## src/rtl/xor_tap_sequencer_if.sv

```systemverilog
// Operand/result bus between the tap sequencer (master) and the shared sign-XOR unit (slave).
interface xor_tap_sequencer_if #(
    parameter int DQ_W  = 16,
    parameter int DQN_W = 11
);
    logic [DQ_W-1:0]  xor_dq;
    logic [DQN_W-1:0] xor_dqn;
    logic             xor_vld;
    logic             xor_un;

    modport master (output xor_dq, output xor_dqn, output xor_vld, input xor_un);
    modport slave  (input xor_dq, input xor_dqn, input xor_vld, output xor_un);
endinterface

```

## src/rtl/xor_tap_sequencer.sv

```systemverilog
// Time-shares one sign-XOR unit across TAPS predictor taps, collects Un per tap, then shifts DQn history.
// Optional: define XOR_TAP_ZERO_SKIP_EN to bypass the XOR sequence when dq magnitude is zero.
module xor_tap_sequencer #(
    parameter int TAPS    = 6,
    parameter int DQ_W    = 16,
    parameter int DQN_W   = 11,
    parameter int XOR_LAT = 1
) (
    input  logic               clk,
    input  logic               reset,
    input  logic               start,
    input  logic [DQ_W-1:0]    dq,
    input  logic [DQN_W-1:0]   dq_flt,
    xor_tap_sequencer_if.master xbus,
    output logic [TAPS-1:0]    un_vec,
    output logic               busy,
    output logic               done
);

    localparam int IW = (TAPS > 1) ? $clog2(TAPS) : 1;
    localparam logic [IW-1:0]    LAST_IDX = IW'(TAPS - 1);
    localparam logic [1:0]       LAST_DRAIN = 2'(XOR_LAT - 1);
    localparam logic [DQN_W-1:0] HIST_RST = DQN_W'('h020);

    typedef enum logic [1:0] {IDLE, ISSUE, DRAIN, UPDATE} state_t;

    state_t            state_reg;
    logic [DQ_W-1:0]   dq_reg;
    logic [DQN_W-1:0]  dq_flt_reg;
    logic [DQN_W-1:0]  xor_dqn_reg;
    logic              xor_vld_reg;
    logic [IW-1:0]     idx_reg;
    logic [IW-1:0]     idx_next;
    logic [1:0]        drain_reg;
    logic [TAPS-1:0]   un_vec_reg;
    logic              busy_reg;
    logic              done_reg;
    logic [DQN_W-1:0]  hist_reg  [TAPS];
    logic [DQN_W-1:0]  hist_next [TAPS];
    logic              cap_vld;
    logic [IW-1:0]     cap_idx;
    logic              zero_mag;

`ifdef XOR_TAP_ZERO_SKIP_EN
    assign zero_mag = (dq[DQ_W-2:0] == '0);
`else
    assign zero_mag = 1'b0;
`endif

    assign idx_next = idx_reg + 1'b1;

    always_ff @(posedge clk or negedge reset) begin
        if (!reset) begin
            state_reg   <= IDLE;
            dq_reg      <= '0;
            dq_flt_reg  <= '0;
            xor_dqn_reg <= '0;
            xor_vld_reg <= 1'b0;
            idx_reg     <= '0;
            drain_reg   <= '0;
            busy_reg    <= 1'b0;
            done_reg    <= 1'b0;
        end else begin
            done_reg <= 1'b0;
            case (state_reg)
                IDLE: begin
                    if (start) begin
                        dq_reg     <= dq;
                        dq_flt_reg <= dq_flt;
                        busy_reg   <= 1'b1;
                        idx_reg    <= '0;
                        if (zero_mag) begin
                            state_reg <= UPDATE;
                            done_reg  <= 1'b1;
                        end else begin
                            state_reg   <= ISSUE;
                            xor_vld_reg <= 1'b1;
                            xor_dqn_reg <= hist_reg[0];
                        end
                    end
                end
                ISSUE: begin
                    if (idx_reg == LAST_IDX) begin
                        xor_vld_reg <= 1'b0;
                        xor_dqn_reg <= '0;
                        drain_reg   <= '0;
                        if (XOR_LAT > 0) begin
                            state_reg <= DRAIN;
                        end else begin
                            state_reg <= UPDATE;
                            done_reg  <= 1'b1;
                        end
                    end else begin
                        idx_reg     <= idx_next;
                        xor_dqn_reg <= hist_reg[idx_next];
                    end
                end
                DRAIN: begin
                    if (drain_reg == LAST_DRAIN) begin
                        state_reg <= UPDATE;
                        done_reg  <= 1'b1;
                    end else begin
                        drain_reg <= drain_reg + 2'd1;
                    end
                end
                UPDATE: begin
                    state_reg <= IDLE;
                    busy_reg  <= 1'b0;
                end
                default: state_reg <= IDLE;
            endcase
        end
    end

    // Delay each issue's valid and tap index so late results land on the right bit.
    generate
        if (XOR_LAT > 0) begin : g_pipe
            logic [XOR_LAT-1:0] pv_reg;
            logic [IW-1:0]      pi_reg [XOR_LAT];

            always_ff @(posedge clk or negedge reset) begin
                if (!reset) begin
                    pv_reg <= '0;
                    for (int i = 0; i < XOR_LAT; i++) pi_reg[i] <= '0;
                end else begin
                    pv_reg[0] <= xor_vld_reg;
                    pi_reg[0] <= idx_reg;
                    for (int i = 1; i < XOR_LAT; i++) begin
                        pv_reg[i] <= pv_reg[i-1];
                        pi_reg[i] <= pi_reg[i-1];
                    end
                end
            end

            assign cap_vld = pv_reg[XOR_LAT-1];
            assign cap_idx = pi_reg[XOR_LAT-1];
        end else begin : g_nopipe
            assign cap_vld = xor_vld_reg;
            assign cap_idx = idx_reg;
        end
    endgenerate

    always_ff @(posedge clk or negedge reset) begin
        if (!reset) begin
            un_vec_reg <= '0;
        end else begin
            if (state_reg == IDLE && start) un_vec_reg <= '0;
            if (cap_vld) un_vec_reg[cap_idx] <= xbus.xor_un;
        end
    end

    genvar gi;
    generate
        for (gi = 0; gi < TAPS; gi++) begin : g_hist
            if (gi == 0) begin : g_head
                assign hist_next[gi] = dq_flt_reg;
            end else begin : g_tail
                assign hist_next[gi] = hist_reg[gi-1];
            end
        end
    endgenerate

    always_ff @(posedge clk or negedge reset) begin
        if (!reset) begin
            for (int i = 0; i < TAPS; i++) hist_reg[i] <= HIST_RST;
        end else if (state_reg == UPDATE) begin
            hist_reg <= hist_next;
        end
    end

    assign xbus.xor_dq  = dq_reg;
    assign xbus.xor_dqn = xor_dqn_reg;
    assign xbus.xor_vld = xor_vld_reg;
    assign un_vec       = un_vec_reg;
    assign busy         = busy_reg;
    assign done         = done_reg;

endmodule

```

## src/flat_wrapper.sv

```systemverilog
// flat-port wrapper written by rule: the top's interface ports become plain ports
module xor_tap_sequencer_flat 
#(
    parameter int TAPS    = 6,
    parameter int DQ_W    = 16,
    parameter int DQN_W   = 11,
    parameter int XOR_LAT = 1
)
  (clk, reset, start, dq, dq_flt, un_vec, busy, done, xbus_xor_dq, xbus_xor_dqn, xbus_xor_vld, xbus_xor_un);
  xor_tap_sequencer_if #(.DQ_W(DQ_W), .DQN_W(DQN_W)) xbus_i ();
  input  logic clk;
  input  logic reset;
  input  logic start;
  input  logic [DQ_W-1:0] dq;
  input  logic [DQN_W-1:0] dq_flt;
  output logic [TAPS-1:0] un_vec;
  output logic busy;
  output logic done;
  output wire logic [$bits(xbus_i.xor_dq)-1:0] xbus_xor_dq;
  output wire logic [$bits(xbus_i.xor_dqn)-1:0] xbus_xor_dqn;
  output wire logic [$bits(xbus_i.xor_vld)-1:0] xbus_xor_vld;
  input wire logic [$bits(xbus_i.xor_un)-1:0] xbus_xor_un;
  assign xbus_xor_dq = xbus_i.xor_dq;
  assign xbus_xor_dqn = xbus_i.xor_dqn;
  assign xbus_xor_vld = xbus_i.xor_vld;
  assign xbus_i.xor_un = xbus_xor_un;
  xor_tap_sequencer #(.TAPS(TAPS), .DQ_W(DQ_W), .DQN_W(DQN_W), .XOR_LAT(XOR_LAT)) u_core (.clk(clk), .reset(reset), .start(start), .dq(dq), .dq_flt(dq_flt), .xbus(xbus_i), .un_vec(un_vec), .busy(busy), .done(done));
endmodule
```

## config.mk

```make
export PLATFORM = sky130hd
export DESIGN_NAME = xor_tap_sequencer_flat
export DESIGN_NICKNAME = d
export VERILOG_FILES = /design/src/rtl/xor_tap_sequencer_if.sv /design/src/rtl/xor_tap_sequencer.sv /design/src/flat_wrapper.sv
export SDC_FILE = /design/constraint.sdc
export NUM_CORES = 1
export LEC_CHECK = 0
export BUFFER_PORTS_ARGS = -buffer_cell sky130_fd_sc_hd__clkbuf_2
export CAP_MARGIN = 20
export CORE_UTILIZATION = 55
export CTS_BUF_LIST = sky130_fd_sc_hd__clkbuf_16
export CTS_CLUSTER_DIAMETER = 120
export DETAILED_ROUTE_END_ITERATION = 10
export GPL_TIMING_DRIVEN = 0
export PLACE_DENSITY = 0.76
export SETUP_SLACK_MARGIN = 0.2
export SYNTH_ARGS = -nofsm -noshare
export SYNTH_HDL_FRONTEND = slang
export SYNTH_SLANG_ARGS = --single-unit
```

## constraint.sdc

```tcl
create_clock -name clk -period 2.7 [get_ports clk]
set_input_delay 0.135 -clock clk [delete_from_list [all_inputs] [get_ports clk]]
set_output_delay 0.135 -clock clk [all_outputs]
set_load 0.05 [all_outputs]
```

==> out/metrics.cfg, run 1 <==
[sta]
slew-limit-headroom_pct=49.7
worst_pin_slew_ns=0.755
period_minus_slack_ns=2.28
timing.fmax_mhz=438
min_period_over_period_pct=84.5
clock_skew_ns=0.0104
hold_violations=0
rsz0062_at_grt=false
setup_violations=0
finalMaxSlewViolations=0
whs_ns=0.157

[pwr]
power_density_nw_per_um2=1470
p_leak_nw=3.11
peakVddDrop_uv=925

[place]
routabilityCongestion=0.834
place_area_um2=6060
hpwl_mm=7.51
io_buffers=66
dp_cells=606

[yosys]
syn_nets=445
synth_most_common_cell=dfrtp_1
synth_edf_count=0
synth_warnings=0
synth.avg_cell_area_um2=13.6
ys_top_cells_by_area=dfrtp_1 53%, mux2_2 19%, mux2i_1 4.3%, dfstp_2 2.9%, mux4_2 2.0%
async_reset_ff_share_pct=100
synth.distinct_cells=44
synthesis.instances=406
synth_top_area_share_pct=53.4
synthTopCellsByCount=118 x dfrtp_1, 95 x mux2_2, 24 x mux2i_1
netlist_area_um2=5530
ys_seq_area_share_pct=56.3
ys.flop_type=dfrtp_1
synth_top_area_cell=dfrtp_1
ys_seq_elements=124

[setup_path]
critPathKind=flop to flop
crit_path_max_fanout=10
cp-startpoint=u_core.idx_reg[0]$_DFFE_PN0P_
worstReg2RegEnd=u_core.xbus.xor_dqn[8]$_DFFE_PN0P_
r2r-start=u_core.idx_reg[0]$_DFFE_PN0P_
arrival_ns=2.56
required_ns=2.98
reg2regPathDepth=6
critPathCapture=u_core.xbus.xor_dqn[8]$_DFFE_PN0P_
start_kind=flop
rrSetupSlack_ns=0.42
end_kind=flop

[global_routing]
grt_first_pass_wirelength_mm=19.2
grt_pass1_vias=3907
met2_usage_pct=40.7
grt_use_met1_pct=31.4
grt_max_degree=105
antenna_found_initial=0
grtUsageTotal_pct=24.7
use_met3_pct=6.09
top_usage_layer=met2
grt_overflow=0

[route]
drtAntennaViolNets=0
wl_per_cell_um=17.4
vias=3730
drt_drc_violations_left=0
totalWireLength_mm=11.6
dr.pass1.iters=4
first_iter_violations=178
routed_via_density=5.59

[final_layout]
n_antenna_cell=0
design_area_um2=6970
syn2layout_area_growth_pct=26.0
stdcell_count=667
fillCellCount=674
fin_util_pct=71.3
drive_gt1_share_pct=40.1
largest_reg_flops=55
fin_nets=560

[clock_network]
cts_resized=0
cts.sinks=124
tritoncts=built
cts_setup_buffers=0
cts_buffer_depth=2
h-tree-depth=4
cts-hold-fix-buffers=29
cts-root-buf=clkbuf_16
cts_buffers=17
clock_latency_ns=0.41
clkTransAtPathRegs_ns=0.06

[floorplan]
core_area_um2=9770
row_count=36
start_util_pct=56.6
die_y_um=102
die_area_um2=10500
pin_count=67
die_width_um=102

[flow_run]
maxCapViolations=0

[worst_hold_path]
min_path_type=primary input to async pin

[run_status]
status=finished clean

==> through the flow <==
| stage | power [mW] | TNS (ns) | setup slack (ns) |
|---|---|---|---|
| 2_1_floorplan | 6.81 | 0 | 0.750 |
| 3_3_place_gp | 7.71 | -39.70 | -0.345 |
| 5_1_grt | 10.9 | 0 | 0.298 |
| 3_5_place_dp | 7.92 | 0 | 0.466 |
| 6_report | 10.3 | 0 | 0.418 |
| 4_1_cts | 10.3 | 0 | 0.442 |
==> cells in the final DEF (no fill, tap or decap), drive strengths merged, types with 2 or more instances in the layout <==
| cell type | synthesis | final |
|---|---|---|
| a21oi | 3 | 3 |
| a221o | 2 | 2 |
| a22o | 7 | 7 |
| a22oi | 6 | 6 |
| buf | 11 | 12 |
| bufinv | 0 | 3 |
| clkbuf | 11 | 94 |
| clkinv | 1 | 7 |
| clkinvlp | 0 | 2 |
| dfrtp | 118 | 118 |
| dfstp | 6 | 6 |
| dlygate4sd3 | 0 | 29 |
| ha | 8 | 8 |
| inv | 9 | 13 |
| mux2 | 95 | 95 |
| mux2i | 24 | 24 |
| mux4 | 5 | 5 |
| nand2 | 15 | 15 |
| nand2b | 3 | 3 |
| nand3 | 3 | 3 |
| nand4 | 2 | 2 |
| nand4b | 3 | 3 |
| nor2 | 11 | 11 |
| nor2b | 8 | 8 |
| nor3b | 3 | 3 |
| o211ai | 7 | 7 |
| o21ai | 15 | 15 |
| o221ai | 4 | 4 |
| o22a | 10 | 10 |
| o22ai | 2 | 2 |
==> cells by family (layout without fill, tap and decap cells) <==
kind of cell | after synthesis | in the layout | synth area share (%)
buffers and inverters | 32 | 160 | 2.42
and+or+nand+nor | 53 | 53 | 5.07
DFF | 124 | 124 | 56.3
adders and majority gates | 8 | 8 | 1.81
muxes | 124 | 124 | 25.7
AOI/OAI and AO/OA | 64 | 64 | 8.55
xor gates and xnor gates | 1 | 1 | 0.158
==> report_power, final <==
part	internal (mW)	switching [mW]	total, mW
Combinational	1.94	2.51	4.45
Clock	1.47	0.859	2.33
Sequential	2.83	0.663	3.49
Total	6.24	4.03	10.3
==> how the worst min path moves through the flow <==
stage	start	to	slack [ns]	cells past startpoint
final	reset	u_core.xbus.xor_dq[15]$_DFFE_PN0P_	0.16	2
after global routing	reset	u_core.xbus.xor_dq[15]$_DFFE_PN0P_	0.17	2
after CTS	reset	u_core.xbus.xor_dq[15]$_DFFE_PN0P_	0.15	2
after detailed placement	reset	u_core.xbus.xor_dq[15]$_DFFE_PN0P_	0.01	1
after global placement	dq[7]	u_core.xbus.xor_dq[7]$_DFFE_PN0P_	0.37	2
after floorplan	reset	u_core.busy$_DFFE_PN0P_	-0.16	0
==> worst max-delay path, stage by stage, from the launching register on <==
cell and delay [ns]:
dfrtp_1 0.42, ha_1 0.29, xor2_1 0.53, buf_2 0.43, mux2i_1 0.24, o22a_1 0.16
o211ai_1 0.08
==> metal layers <==
metal | vias up | part of all wire, %
li1 | 1731 | -
met1 | 1857 | 43
met2 | 130 | 51
met3 | 12 | 5.1
met4 | 0 | 1.2
met5 | - | 0
==> cell type report <==
type                            count  area (um2)  area share, %
Buffer                             22        96.3           1.38
Clock buffer                       17         425           6.11
Clock inverter                     15         188           2.69
Inverter                           10        37.5          0.539
Multi-Input combinational cell    250        2280           32.8
Sequential cell                   124        3110           44.7
Tap cell                          133         166           2.39
Timing Repair Buffer               96         657           9.43
No activity file was read; power rests on OpenSTA's default activity.
==> run 2: changes to the inputs <==
CORE_UTILIZATION = 52   (was 55)
PLACE_DENSITY = 0.75   (was 0.76)
clock period = 2 ns   (was 2.7 ns; I/O delays follow)
==> run 2 against run 1 <==
Compared with the run above:
- clock skew fell by 0.0043 ns
- sequential share of layout area fell by 1.7 points
- sequential power increased by 37%
- worst hold slack got worse by 0.11 ns
- critical path depth up 1
- power grew 42%
- flip-flop and latch count unchanged
- combinational power increased by 48%
- register-to-register slack lost 0.34 ns
- non-clock buffer count up 15
- global-route usage barely moved
- design area rose by 4.1%
==> out/metrics.cfg, run 2 (synthesis gave the netlist of run 1 again) <==
[final_layout]
layout_common_cells=116 x dfrtp_1, 95 x mux2_2, 69 x clkbuf_2
drive_gt1_share_pct=46.3
fin_util_pct=70.2
fin_nets=575
largest_reg_flops=55
n_antenna_cell=0
layout_commonest_cell=dfrtp_1
syn2layout_area_growth_pct=31.2
fillCellCount=674

[global_routing]
grt_overflow=0
grt_pass1_vias=4078
grt_first_pass_wirelength_mm=20.5
grt_max_degree=123
grtUsageTotal_pct=24.7
antenna_found_initial=0

[setup_path]
arrival_ns=2.25
cpPeakStageDelay_ns=0.48
crit_path_max_fanout=6
required_ns=2.33
crit_family=compound AO/OA/AOI/OAI gates
critPathKind=flop to flop
cp_cell_sequence=inv_1, ha_4, a21bo_4, or4_4, buf_6, o22a_1, o211ai_1
cpMaxStageDelayCell=or4_4
path_buf_inv=2
end_kind=flop
start_kind=flop

[floorplan]
pin_count=67
row_count=37
start_util_pct=53.6
core_area_um2=10300
die_y_um=105
die_area_um2=11000
die_width_um=105

[sta]
setup_violations=0
period_minus_slack_ns=1.92
rsz0062_at_grt=true
slew-limit-headroom_pct=56.7
worst_pin_slew_ns=0.649
whs_ns=0.0498
min_period_over_period_pct=96.1
finalMaxSlewViolations=0
timing.fmax_mhz=520
clock_skew_ns=0.00605
hold_violations=0

[route]
vias=3811
drt_drc_violations_left=0
routed_via_density=5.56
wl_per_cell_um=18.3
first_iter_violations=231
drtAntennaViolNets=0
dr.pass1.iters=4
totalWireLength_mm=12.5

[run_status]
status=finished clean

[clock_network]
tritoncts=built
clkTransAtPathRegs_ns=0.06
cts.sinks=124
cts_buffer_depth=2
h-tree-depth=4
cts_buffers=17
clock_latency_ns=0.42
cts-root-buf=clkbuf_16

[pwr]
p_leak_nw=3.23
peakVddDrop_uv=1130
power_density_nw_per_um2=2010

[worst_hold_path]
min_path_type=primary input to async pin

[place]
hpwl_mm=7.47
routabilityCongestion=0.818
io_buffers=66

[flow_run]
maxCapViolations=0

-- run 2: cell types whose count changed in the layout (fill, tap and decap cells not counted), sizes merged --
cell      previous run  this run
clkbuf              94        91
inv                 13        10
clkinv               7         6
clkinvlp             2         5
bufinv               3         4
buf                 12        30
-- run 2: worst paths after layout --
check                                                startpoint                                 end  slack, ns  cells past startpoint
min in group clk                                          start       u_core.idx_reg[2]$_DFFE_PN0P_       0.15                      4
worst max register to register    u_core.idx_reg[1]$_DFFE_PN0P_  u_core.xbus.xor_dqn[9]$_DFFE_PN0P_       0.08                      7
worst min-delay path                                      reset   u_core.xbus.xor_dq[0]$_DFFE_PN0P_       0.05                      2
worst min register to register  u_core.xbus.xor_vld$_DFFE_PN0P_            u_core.cap_vld$_DFF_PN0_       0.47                      0
max in group asynchronous                                 reset       u_core.idx_reg[0]$_DFFE_PN0P_       1.14                      3
worst max-delay path              u_core.idx_reg[1]$_DFFE_PN0P_  u_core.xbus.xor_dqn[9]$_DFFE_PN0P_       0.08                      7
-- run 2: through the flow --
step | cells | power [mW] | setup slack (ns) | area, um2 | TNS, ns
after floorplan | 406 | 9.24 | 0.151 | 5560 | 0
after global placement | 608 | 10.5 | -0.928 | 6060 | -115.79
after detailed placement | 609 | 10.7 | -0.283 | 6090 | -8.12
after CTS | 684 | 14.5 | 0.103 | 7210 | 0
after global routing | 685 | 15.3 | 0.0289 | 7250 | 0
final | 685 | 14.6 | 0.0778 | 7250 | 0
-- run 2: power breakdown --
| part | switching, mW | internal [mW] | leakage (nW) | total [mW] |
|---|---|---|---|---|
| Sequential | 0.939 | 3.83 | 1.49 | 4.77 |
| Combinational | 3.54 | 3.04 | 1.45 | 6.58 |
| Clock | 1.15 | 2.08 | 0.289 | 3.22 |
| Total | 5.63 | 8.94 | 3.23 | 14.6 |
-- run 2: repair_timing --
item / CTS / global route
hold endpoints to repair: 150 / 0
buffers inserted: 14 / 1
pin swaps: 10 / 5
hold buffers: 29 / 0
endpoints found under the setup margin: 105 / 57
resized for setup: 34 / 18
-- run 2: layout make-up --
class	instances	area [um2]	share of cell area [%]
flip-flops and latches	124	3110	42.9
multi-input cells	250	2380	32.8
repair buffers	111	777	10.7
clock buffers	17	425	5.87
clock inverters	15	198	2.73
well taps	136	170	2.35
plain buffers	22	155	2.14
inverters	10	37.5	0.518
-- run 2: metal layers --
metal  share of wire [%]  up-vias  global-route usage, %
met2                  50      126                   40.7
met4                 2.7        0                   11.9
li1                    -     1752                      -
met3                 5.3       23                   6.61
met5                   0        -                      0
met1                  42     1910                   30.3
==> run 3: changes to the inputs <==
--- a/config.mk
+++ b/config.mk
@@ -6,5 +6,5 @@
 export NUM_CORES = 1
 export LEC_CHECK = 0
-export BUFFER_PORTS_ARGS = -buffer_cell sky130_fd_sc_hd__clkbuf_2
+export BUFFER_PORTS_ARGS = -buffer_cell sky130_fd_sc_hd__buf_2
 export CAP_MARGIN = 20
 export CORE_UTILIZATION = 52
==> constraint.sdc (replaced) <==
create_clock -name clk -period 2 [get_ports clk]
set_input_delay 0.1 -clock clk [delete_from_list [all_inputs] [get_ports clk]]
set_output_delay 0.1 -clock clk [all_outputs]
set_load 0.1 [all_outputs]
==> run 3 against run 2 <==
Compared with the run above:
- flip-flop and latch count did not move
- clock skew about the same
- maximum frequency shrank 0.69%
- critical endpoint is now u_core.xbus.xor_dqn[6]$_DFFE_PN0P_
- worst hold slack gained 0.11 ns
- highest routed layer unchanged
- global-route usage shrank 1.4 points
- cell count decreased by 0.44%
- via count increased by 0.10%
- largest cell class unchanged
==> out/metrics.cfg, run 3 (synthesis gave the netlist of run 1 again) <==
[floorplan]
start_util_pct=53.6
pin_count=67
die_area_um2=11000
core_area_um2=10300
die_width_um=105
row_count=37
die_y_um=105

[setup_path]
critPathKind=flop to flop
cpMaxStageDelayCell=or4_4
end_kind=flop
start_kind=flop
cp_cell_sequence=inv_2, ha_4, a21bo_4, or4_4, buf_6, o22a_1, o211ai_1
path_buf_inv=2
arrival_ns=2.27
cpPeakStageDelay_ns=0.51
crit_family=simple AND/OR/NAND/NOR gates
required_ns=2.33
crit_path_max_fanout=6

[sta]
min_period_over_period_pct=96.8
timing.fmax_mhz=517
slew-limit-headroom_pct=62.2
finalMaxSlewViolations=0
worst_pin_slew_ns=0.567
clock_skew_ns=0.00655
setup_violations=0
hold_violations=0
rsz0062_at_grt=true
period_minus_slack_ns=1.94

[final_layout]
drive_gt1_share_pct=45.6
fin_util_pct=69.1
layout_commonest_cell=dfrtp_1
layout_common_cells=116 x dfrtp_1, 95 x mux2_2, 68 x buf_2
fin_nets=573
n_antenna_cell=0
largest_reg_flops=55
fillCellCount=696
syn2layout_area_growth_pct=29.1

[global_routing]
grt_max_degree=66
grt_overflow=0
grtUsageTotal_pct=23.4
grt_pass1_vias=3872
grt_first_pass_wirelength_mm=19.7
antenna_found_initial=0

[route]
totalWireLength_mm=12.1
routed_via_density=5.59
drt_drc_violations_left=0
dr.pass1.iters=4
vias=3815
first_iter_violations=166
wl_per_cell_um=17.7
drtAntennaViolNets=0

[clock_network]
cts.sinks=124
tritoncts=built
h-tree-depth=4
clkTransAtPathRegs_ns=0.06
cts-root-buf=clkbuf_16
cts_buffer_depth=2
cts_buffers=17
clock_latency_ns=0.41

[flow_run]
maxCapViolations=0

[place]
io_buffers=66
hpwl_mm=7.44
routabilityCongestion=0.818

[run_status]
status=finished clean

[worst_hold_path]
min_path_type=primary input to flop

run 3: routing by layer:
layer | GRT usage [%] | wire (um) | up-vias
met4 | 7.44 | 255 | 0
li1 | - | - | 1740
met1 | 30.4 | 5330 | 1921
met2 | 38.2 | 5890 | 125
met3 | 6.18 | 595 | 29
met5 | 0 | 0 | -
run 3: through the flow:
step | setup slack, ns | hold WS, ns | instances | instance area, um2 | setup TNS (ns)
6_report | 0.0644 | 0.157 | 682 | 7140 | 0
3_5_place_dp | -0.217 | 0.106 | 609 | 6090 | -7.98
2_1_floorplan | 0.151 | -0.196 | 406 | 5560 | 0
5_1_grt | 0.0219 | 0.198 | 682 | 7140 | 0
3_3_place_gp | -0.633 | 0.331 | 608 | 6060 | -79.92
4_1_cts | 0.108 | 0.151 | 676 | 7050 | 0
run 3: final cells by class:
type / instances / area (um2) / area share, %
plain buffers: 22 / 159 / 2.23
clock buffers: 17 / 425 / 5.96
clock inverters: 14 / 105 / 1.47
inverters: 10 / 37.5 / 0.526
multi-input cells: 250 / 2370 / 33.3
flip-flops and latches: 124 / 3110 / 43.6
well taps: 136 / 170 / 2.38
repair buffers: 109 / 752 / 10.5
run 3: tightest hold or removal path: stages:
cell and delay (ns):
buf_2 0.15, nor2_1 0.11, o21a_1 0.12, a211oi_1 0.05
run 3: worst paths after layout:
check / depth (start not counted) / from / to / slack (ns)
setup / recovery: 7 / u_core.idx_reg[1]$_DFFE_PN0P_ / u_core.xbus.xor_dqn[6]$_DFFE_PN0P_ / 0.06
min in group asynchronous: 2 / reset / u_core.xbus.xor_dq[15]$_DFFE_PN0P_ / 0.23
hold reg to reg: 0 / u_core.xbus.xor_vld$_DFFE_PN0P_ / u_core.cap_vld$_DFF_PN0_ / 0.44
hold / removal: 4 / start / u_core.idx_reg[2]$_DFFE_PN0P_ / 0.16
max in group asynchronous: 3 / reset / u_core.hist_next[27]$_DFFE_PN1P_ / 1.03
setup reg to reg: 7 / u_core.idx_reg[1]$_DFFE_PN0P_ / u_core.xbus.xor_dqn[6]$_DFFE_PN0P_ / 0.06
run 3: repair_timing:
action,CTS,global route
buffers inserted,7,6
setup endpoints to repair,104,34
pin swaps,9,1
cloned,0,0
hold buffers,29,0
gates resized for setup,33,18
endpoints found under the hold margin,89,0
Power of run 3 is left out: the tool's default activity adds up to more than one toggle a clock period on the data nets, which glitch-free logic cannot reach.
